$ cat src/rtl/mem_resp_wb_pkg.sv
// rtl/mem_resp_wb_pkg.sv - shared MIPS types, opcode constants, FSM states and W record
package mem_resp_wb_pkg;

  typedef logic [31:0] word_t;
  typedef logic [4:0]  reg_idx_t;
  typedef logic [5:0]  op_t;

  localparam op_t OP_SPECIAL = 6'h00;
  localparam op_t OP_REGIMM  = 6'h01;
  localparam op_t OP_JAL     = 6'h03;
  localparam op_t OP_ADDIU   = 6'h09;
  localparam op_t OP_SLTI    = 6'h0A;
  localparam op_t OP_SLTIU   = 6'h0B;
  localparam op_t OP_ANDI    = 6'h0C;
  localparam op_t OP_ORI     = 6'h0D;
  localparam op_t OP_XORI    = 6'h0E;
  localparam op_t OP_LUI     = 6'h0F;
  localparam op_t OP_LB      = 6'h20;
  localparam op_t OP_LH      = 6'h21;
  localparam op_t OP_LW      = 6'h23;
  localparam op_t OP_LBU     = 6'h24;
  localparam op_t OP_LHU     = 6'h25;
  localparam op_t OP_SB      = 6'h28;
  localparam op_t OP_SH      = 6'h29;
  localparam op_t OP_SW      = 6'h2B;

  localparam op_t FN_JR    = 6'h08;
  localparam op_t FN_MTHI  = 6'h11;
  localparam op_t FN_MTLO  = 6'h13;
  localparam op_t FN_MULT  = 6'h18;
  localparam op_t FN_MULTU = 6'h19;
  localparam op_t FN_DIV   = 6'h1A;
  localparam op_t FN_DIVU  = 6'h1B;

  localparam reg_idx_t BT_BLTZAL = 5'h10;
  localparam reg_idx_t BT_BGEZAL = 5'h11;

  typedef enum logic [1:0] {
    ST_IDLE,
    ST_WAIT_ADDR,
    ST_WAIT_DATA
  } mem_state_e;

  typedef struct packed {
    logic     valid;
    logic     we;
    reg_idx_t dst;
    word_t    data;
    word_t    pc;
  } plr_w_t;

  function automatic logic is_load(input op_t op);
    return (op == OP_LW) || (op == OP_LB) || (op == OP_LH) ||
           (op == OP_LBU) || (op == OP_LHU);
  endfunction

endpackage

$ cat src/rtl/mem_resp_wb_load_extend.sv
// rtl/mem_resp_wb_load_extend.sv - selects and extends load data by opcode and byte offset
module mem_resp_wb_load_extend
  import mem_resp_wb_pkg::*;
(
  input  logic [5:0]  opcode,
  input  logic [1:0]  offset,
  input  logic [31:0] data_word,
  output logic [31:0] result
);

  logic [7:0]  byte_sel;
  logic [15:0] half_sel;

  always_comb begin
    byte_sel = data_word[7:0];
    case (offset)
      2'd1:    byte_sel = data_word[15:8];
      2'd2:    byte_sel = data_word[23:16];
      2'd3:    byte_sel = data_word[31:24];
      default: byte_sel = data_word[7:0];
    endcase
    half_sel = offset[1] ? data_word[31:16] : data_word[15:0];

    result = data_word;
    case (opcode)
      OP_LB:   result = {{24{byte_sel[7]}}, byte_sel};
      OP_LBU:  result = {24'h0, byte_sel};
      OP_LH:   result = {{16{half_sel[15]}}, half_sel};
      OP_LHU:  result = {16'h0, half_sel};
      default: result = data_word;
    endcase
  end

endmodule

$ cat src/rtl/mem_resp_wb.sv
// rtl/mem_resp_wb.sv - data-bus response tracker, stall generation and M->W writeback register
module mem_resp_wb
  import mem_resp_wb_pkg::*;
(
  input  logic        clk,
  input  logic        resetn,
  input  logic        m_valid,
  input  logic [5:0]  m_opcode,
  input  logic [5:0]  m_funct,
  input  logic [4:0]  m_btype,
  input  logic [31:0] m_valE,
  input  logic [4:0]  m_dstE,
  input  logic [4:0]  m_dstM,
  input  logic [31:0] m_pc,
  input  logic        dreq_valid,
  input  logic        dresp_addr_ok,
  input  logic        dresp_data_ok,
  input  logic [31:0] dresp_data,
  output logic        req_mask,
  output logic        stall,
  output logic        wb_valid,
  output logic        wb_we,
  output logic [4:0]  wb_dst,
  output logic [31:0] wb_data,
  output logic [31:0] wb_pc
);

  mem_state_e state_q, state_d;
  plr_w_t     w_q, w_d;
  logic       mem_op, busy, complete, writer;
  word_t      load_data;

  mem_resp_wb_load_extend u_load_extend (
    .opcode    (m_opcode),
    .offset    (m_valE[1:0]),
    .data_word (dresp_data),
    .result    (load_data)
  );

  assign mem_op = m_valid & dreq_valid;
  // Once waiting, the held M slot is the pending access even if dreq_valid is masked.
  assign busy   = mem_op | (state_q != ST_IDLE);

  always_comb begin
    state_d  = state_q;
    complete = 1'b0;
    req_mask = 1'b0;
    case (state_q)
      ST_IDLE: begin
        if (mem_op) begin
          complete = dresp_addr_ok & dresp_data_ok;
          if (dresp_addr_ok && !dresp_data_ok) state_d = ST_WAIT_DATA;
          else if (!dresp_addr_ok)             state_d = ST_WAIT_ADDR;
        end
      end
      ST_WAIT_ADDR: begin
        complete = dresp_addr_ok & dresp_data_ok;
        if (complete)           state_d = ST_IDLE;
        else if (dresp_addr_ok) state_d = ST_WAIT_DATA;
      end
      ST_WAIT_DATA: begin
        req_mask = 1'b1;
        complete = dresp_data_ok;
        if (complete) state_d = ST_IDLE;
      end
      default: state_d = ST_IDLE;
    endcase
    stall = busy & ~complete;
  end

  always_comb begin
    writer = 1'b0;
    case (m_opcode)
      OP_SPECIAL: writer = !(m_funct inside {FN_JR, FN_MULT, FN_MULTU, FN_DIV,
                                             FN_DIVU, FN_MTHI, FN_MTLO});
      OP_REGIMM:  writer = (m_btype == BT_BLTZAL) || (m_btype == BT_BGEZAL);
      OP_LUI, OP_SLTI, OP_SLTIU, OP_ADDIU, OP_ANDI,
      OP_ORI, OP_XORI, OP_JAL: writer = 1'b1;
      default:    writer = 1'b0;
    endcase
  end

  // Bubbles clear only valid/we; dst/data/pc keep their last contents.
  always_comb begin
    w_d       = w_q;
    w_d.valid = 1'b0;
    w_d.we    = 1'b0;
    if (m_valid && (!busy || complete)) begin
      w_d.valid = 1'b1;
      w_d.pc    = m_pc;
      if (is_load(m_opcode)) begin
        w_d.we   = 1'b1;
        w_d.dst  = m_dstM;
        w_d.data = load_data;
      end else begin
        w_d.we   = writer;
        w_d.dst  = m_dstE;
        w_d.data = m_valE;
      end
      if (w_d.dst == 5'd0) w_d.we = 1'b0;
    end
  end

  always_ff @(posedge clk or negedge resetn) begin
    if (!resetn) begin
      state_q <= ST_IDLE;
      w_q     <= '0;
    end else begin
      state_q <= state_d;
      w_q     <= w_d;
    end
  end

  assign wb_valid = w_q.valid;
  assign wb_we    = w_q.we;
  assign wb_dst   = w_q.dst;
  assign wb_data  = w_q.data;
  assign wb_pc    = w_q.pc;

endmodule

$ cat config.mk
export PLATFORM = sky130hd
export DESIGN_NAME = mem_resp_wb
export DESIGN_NICKNAME = d
export VERILOG_FILES = /design/src/rtl/mem_resp_wb_pkg.sv /design/src/rtl/mem_resp_wb_load_extend.sv /design/src/rtl/mem_resp_wb.sv
export SDC_FILE = /design/constraint.sdc
export NUM_CORES = 1
export LEC_CHECK = 0
export CAP_MARGIN = 25
export CORE_UTILIZATION = 40
export DETAILED_ROUTE_END_ITERATION = 8
export PLACE_DENSITY = 0.83
export SYNTH_ARGS = -nofsm -noshare
export SYNTH_HDL_FRONTEND = slang
export SYNTH_SLANG_ARGS = --single-unit
$ cat constraint.sdc
create_clock -name clk -period 1.9 [get_ports clk]
set_input_delay 0.38 -clock clk [delete_from_list [all_inputs] [get_ports clk]]
set_output_delay 0.38 -clock clk [all_outputs]
set_load 0.02 [all_outputs]
==> summary.txt, run 1 <==
Yosys
  – Post-synth ARST share: 100%
  – Post-synthesis compound-gate area fraction: 18.0%
  – Main flop type after synthesis: dfrtp_1
  – Number of flops mapped to enable cells by yosys: 0
  – Synth top area share: 47.4%
  – Synth unique cells: 46
  – Post-Synth Adder-Cell Area: 0%
  – Syn Inst Count: 435
  – Warnings from Yosys: 0
  – Sequential share of the synthesized area: 47.4%
  – Dominant cell type by area after synthesis: dfrtp_1
  – Simple-Gate Fraction of Synth Area: 22.4%
  – Syn avg cell area: 8.85 µm²
  – Post-Syn Nets: 564
  – Post-synthesis xor/xnor area fraction: 0%
  – Mapped cell area: 0.00385 mm²
  – #FFs+latches synth: 73
  – Post-synthesis mux area share: 7.08%
  – Top cells by area, synth: dfrtp_1, nand2_1, a211oi_1
  – Largest family of logic cells by synthesized area: simple AND/OR/NAND/NOR gates

Timing
  – Fin Hold WS: 0.480 ns
  – RSZ-0062 raised after global routing: true
  – Max Slew Vio Count: 0
  – Relative slew slack: 66.6%
  – Fmax: 537 MHz
  – Worst setup margin: 0.0381 ns
  – Final Hold Violating Endpoints: 0
  – Tmin final: 1.86 ns
  – Final Setup Violations: 0
  – Fin Clk Skew: 0.00662 ns
  – Final Cycle Share: 98.0%
  – Worst slew pin tran: 0.501 ns

Power
  – Worst VDD drop: 0.368 mV
  – Power Total: 5.60 mW
  – Total power per unit cell area: 851 mW/mm²
  – Leak Pwr: 2.83 nW

Final layout
  – Commonest cells after routing, fill and taps aside: clkdlybuf4s50_1, nand2_1, dfrtp_1
  – Antenna Cells: 0
  – Area delta synth->final: 71.0%
  – Share of cells above drive strength 1: 13.8%
  – # nets final: 798
  – Most common cell after layout, fill and taps aside: clkdlybuf4s50_1
  – Final core occ: 70.9%
  – Fin area: 0.00659 mm²
  – Fillers: 736

Critical path
  – Worst reg2reg startpoint: state_q[1]
  – WP data required: 2.14 ns
  – Slowest stage delay, CP: 0.44 ns
  – Worst Reg2Reg Path Length in Cells: 5
  – Worst reg2reg path endpoint: wb_data[23]
  – Reg2reg setup slack: 0.11 ns
  – CP Launch Type: primary input
  – Slowest-stage cell, CP: clkdlybuf4s50_1
  – Crit-path cells: clkdlybuf4s50_1 -> buf_4 -> nor2b_1 -> a22oi_2 -> buf_12 -> a21oi_1 -> a211oi_1
  – Crit path DAT: 2.10 ns
  – Crit. End Element: flop
  – Crit Path Max Fanout: 50
  – Critical path class: primary input to flop

Place
  – Routability cong.: 0.948
  – Input/output buffers: 200
  – Post-DP Area: 0.00632 mm²
  – Setup WS pre-CTS: -0.421 ns
  – DP Wirelength: 10300 µm

Routing
  – Initial DRC count: 210
  – First-pass detailed-route iteration total: 4
  – DRC viols: 0
  – Wire per inst: 16.4 µm
  – Post-route ant nets: 0
  – Routed via count: 4267
  – Routed WL: 13200 µm
  – Vias per std cell: 5.31

Clocking
  – Clock sink count: 73
  – Clock Tree Root: clkbuf_8
  – CTS HTree Levels: 3
  – Total CTS buffers: 9
  – Reg clk slew, reported paths: 0.08 ns
  – CTS tree: done
  – CTS Buffer Depth: 2
  – Clk Latency, worst-skew pair: 0.35 ns

Status
  – Status: completed

Floorplanning
  – Die width: 100 µm
  – IO Count: 202
  – Initial core utilization: 41.5%
  – Die Span Y: 100 µm
  – Core Area: 0.00928 mm²
  – Row count: 35
  – Die area: 0.0100 mm²

Min path
  – Hold Path Origin: wb_pc[22]
  – Min-Delay Endpoint: wb_pc[22]
  – Hold-critical path depth: 2
  – Hold Path Class: flop to flop

Global route
  – Vias in the first global route: 4261
  – Largest net degree at the start of global routing: 51
  – First-pass GRT wire length: 20800 µm
  – GRT overflow: 0
  – Initial antenna violation count: 0
  – All-Layer GR Usage: 26.9%

Job
  – Max Cap Violations: 0
## logic make-up after synthesis
kind of cell / Yosys count
and+or+nand+nor: 202
AOI/OAI and AO/OA: 101
DFF: 73
buffers and inverters: 39
muxes: 20
## worst max-delay path: cells and delay by family
family | cells | cell delay (ns)
AO/OA/AOI/OAI | 3 | 0.71
buffers and inverters | 3 | 0.87
AND/OR/NAND/NOR | 1 | 0.13
## Yosys cell counts (7+ instances only)
| cell | count |
|---|---|
| buf_2 | 8 |
| nand2_1 | 118 |
| a21oi_1 | 20 |
| mux2i_1 | 7 |
| mux2_2 | 8 |
| a211oi_1 | 24 |
| o21ai_0 | 15 |
| a22oi_1 | 8 |
| clkbuf_1 | 15 |
| nor2_1 | 37 |
| nor3_1 | 26 |
| dfrtp_1 | 73 |
## layout make-up
class,count,area [µm²],share of cell area (%)
Multi-Input combinational cell,323,1850,28.1
Inverter,5,18.8,0.285
Clock buffer,10,128,1.94
Tap cell,129,161,2.45
Sequential cell,73,1830,27.7
Clock inverter,6,90.1,1.37
Timing Repair Buffer,257,2510,38.1
## worst max-delay path by stage
stage	start	to	cells past startpoint
2_1_floorplan	m_opcode[1]	wb_data[10]	7
3_3_place_gp	m_opcode[5]	wb_data[21]	6
3_5_place_dp	m_opcode[5]	wb_data[23]	6
4_1_cts	m_valid	wb_data[23]	8
5_1_grt	dresp_data_ok	wb_data[23]	7
6_report	m_valid	wb_data[23]	7
## sequential cells by signal (all words and copies together), names as in the netlist
name,count
wb_data,32
wb_pc,32
wb_dst,5
state_q,2
wb_valid,1
wb_we,1
## timing repair
action,in CTS,in global routing
gates cloned,0,0
endpoints found under the hold margin,10,0
setup endpoints to repair,4,9
resized for setup,5,4
buffers inserted,0,1
pin swaps,2,0
hold buffers,1,0
## per-stage QoR
step,instances,setup TNS [ns]
after global routing,803,-0.0194
after detailed placement,785,-18.04
final,803,0
after floorplan,435,0
after CTS,802,0
after global placement,785,-13.40
## layer usage
metal  wire length, µm  vias to the layer above  global-route usage, %  part of all wire (%)
met5                 0                        -                      0                     0
met4               359                        0                   10.1                   2.7
met3               914                       32                   5.43                   6.9
met2              6880                      184                   48.6                    52
met1              5030                     2055                   31.4                    38
li1                  -                     1996                      -                     -
## power by group
part	internal, mW	switching, mW
sequential	1.88	0.187
combinational	1.11	1.07
clock	0.745	0.617
total	3.73	1.88
(Power assumes the default switching activity.)
==> run 2: changes to the inputs <==
--- a/config.mk
+++ b/config.mk
@@ -6,9 +6,10 @@
 export NUM_CORES = 1
 export LEC_CHECK = 0
 export CAP_MARGIN = 25
-export CORE_UTILIZATION = 40
+export CORE_UTILIZATION = 62
 export DETAILED_ROUTE_END_ITERATION = 8
-export PLACE_DENSITY = 0.83
+export DONT_BUFFER_PORTS = 1
+export PLACE_DENSITY = 0.8
 export SYNTH_ARGS = -nofsm -noshare
 export SYNTH_HDL_FRONTEND = slang
 export SYNTH_SLANG_ARGS = --single-unit
==> summary.txt, run 2 (synthesis gave the netlist of run 1 again) <==
Timing
  – Worst slew pin tran: 0.429 ns (-0.0723 ns)
  – Final Cycle Share: 90.4% (-7.6 points)
  – Final Hold Violating Endpoints: 73 (+73)
  – Fin Clk Skew: 0.0107 ns (+0.00413 ns)
  – Final Setup Violations: 0 (unchanged)
  – Fin Hold WS: -0.274 ns (-0.754 ns)
  – Tmin final: 1.72 ns (-0.145 ns)
  – Fmax: 583 MHz (+8.5%)
  – Max Slew Vio Count: 0 (unchanged)
  – RSZ-0062 raised after global routing: false
  – Setup TNS: 0 ns (unchanged)
  – Relative slew slack: 71.3% (+4.7 points)

Clocking
  – Clock Tree Root: clkbuf_8
  – CTS HTree Levels: 3 (unchanged)
  – CTS tree: done
  – Clk Latency, worst-skew pair: 0.34 ns (about the same)
  – CTS resizes: 0 (-5)
  – Clock sink count: 73 (unchanged)
  – Total CTS buffers: 9 (unchanged)
  – CTS Buffer Depth: 2 (unchanged)
  – Reg clk slew, reported paths: 0.09 ns (about the same)

Routing
  – Wire per inst: 20.2 µm (+23%)
  – Post-route ant nets: 0 (unchanged)
  – Vias per std cell: 6.45 (+21%)
  – Routed WL: 10200 µm (-22%)
  – DRC viols: 0 (unchanged)
  – Initial DRC count: 173 (-18%)
  – First-pass detailed-route iteration total: 5 (+1)
  – Routed via count: 3276 (-23%)

Place
  – Placed cells: 490 (-38%)
  – Routability cong.: 0.828 (-13%)
  – Post-DP Area: 0.00395 mm² (-38%)
  – Input/output buffers: 0 (-100%)
  – DP Wirelength: 7510 µm (-27%)

Global route
  – Largest net degree at the start of global routing: 74 (+45%)
  – Vias in the first global route: 3077 (-28%)
  – GRT overflow: 0 (unchanged)
  – All-Layer GR Usage: 30.6% (+3.7 points)
  – Initial antenna violation count: 0 (unchanged)
  – First-pass GRT wire length: 14900 µm (-29%)

Critical path
  – Critical path class: flop to flop
  – Crit path DAT: 1.95 ns (-0.15 ns)
  – Crit Path Max Fanout: 32 (-36%)
  – CP Launch Type: flop
  – Crit. End Element: flop
  – WP data required: 2.13 ns (about the same)

Final layout
  – Fillers: 479 (-35%)
  – Fin area: 0.00423 mm² (-36%)
  – Post-Layout Cell Count: 508 (-37%)
  – Share of cells above drive strength 1: 11.5% (-2.3 points)
  – Antenna Cells: 0 (unchanged)
  – Area delta synth->final: 9.84%
  – Multi-input gate area: 0.00184 mm² (-0.41%)
  – Commonest cells after routing, fill and taps aside: nand2_1, dfrtp_1, nor2_1
  – Most common cell after layout, fill and taps aside: nand2_1
  – # nets final: 557 (-30%)
  – Register area: 0.00183 mm² (unchanged)

Floorplanning
  – Die Span Y: 80.8 µm (-19%)
  – Core Area: 0.00596 mm² (-36%)
  – Die width: 80.8 µm (-19%)
  – IO Count: 202 (unchanged)
  – Row count: 28 (-20%)
  – Die area: 0.00653 mm² (-35%)
  – Initial core utilization: 64.7% (+23 points)

Status
  – Violated checks: hold timing
  – Status: finished with violations

Power
  – Leak Pwr: 1.87 nW (-34%)
  – Worst VDD drop: 0.839 mV (+130%)
  – Total power per unit cell area: 1130 mW/mm² (+33%)

Min path
  – Hold Path Class: primary input to asynchronous set/reset pin

Job
  – Max Cap Violations: 0 (unchanged)
==> run 2: cell types whose count changed in the layout (fill, tap and decap cells not counted), sizes merged <==
cell / change
clkdlybuf4s50: -197
buf: -41
bufinv: +2
clkbuf: -1
clkinv: -1
clkinvlp: -1
dlygate4sd2: -1
dlygate4sd3: -1
==> run 2: final timing paths <==
kind	end	from	cells past startpoint	slack, ns
setup / recovery	wb_data[15]	state_q[1]	6	0.18
hold / removal	wb_pc[11]	resetn	0	-0.27
setup reg to reg	wb_data[15]	state_q[1]	6	0.18
hold reg to reg	state_q[0]	state_q[1]	1	0.52
max in group asynchronous	wb_pc[27]	resetn	0	2.07
min in group clk	state_q[0]	dresp_addr_ok	1	0.10
==> run 2: repair_timing <==
action,in CTS,in global routing
buffers inserted,0,2
endpoints found under the setup margin,0,4
hold endpoints to repair,73,73
==> run 2: metrics by stage <==
step	utilization (%)	total power, mW	setup WS [ns]
global route	71.0	5.02	0.0940
CTS	70.8	4.81	0.0847
detailed placement	66.3	3.21	0.0765
global placement	66.3	3.17	0.156
finish	71.0	4.80	0.183
floorplan	-	3.01	0.132
==> run 2: final cells by class <==
type                            count  share of cell area (%)
Tap cell                           75                    2.22
Inverter                            5                   0.444
Sequential cell                    73                    43.2
Multi-Input combinational cell    323                    43.6
Clock buffer                       10                    3.02
Clock inverter                      6                    3.25
Timing Repair Buffer               16                    4.32
==> run 2: routing by layer <==
| metal | GRT usage [%] | vias up | share of wire, % | wire length (µm) |
|---|---|---|---|---|
| met2 | 52.7 | 187 | 50 | 5140 |
| met1 | 35.5 | 1558 | 38 | 3890 |
| li1 | - | 1515 | - | - |
| met3 | 11.1 | 16 | 11 | 1110 |
| met5 | 0 | - | 0 | 0 |
| met4 | 9.46 | 0 | 1.1 | 114 |
==> run 2: where the power goes <==
group | switching, mW | internal, mW
logic | 0.364 | 0.297
clock network | 0.593 | 1.01
registers | 0.654 | 1.88
==> run 2: critical path, stage by stage (launching register included) <==
cell     delay, ns
dfrtp_1       0.43
and3b_1       0.23
a22oi_2       0.26
buf_4         0.18
buf_12        0.17
a31oi_1       0.07
a32o_1        0.26
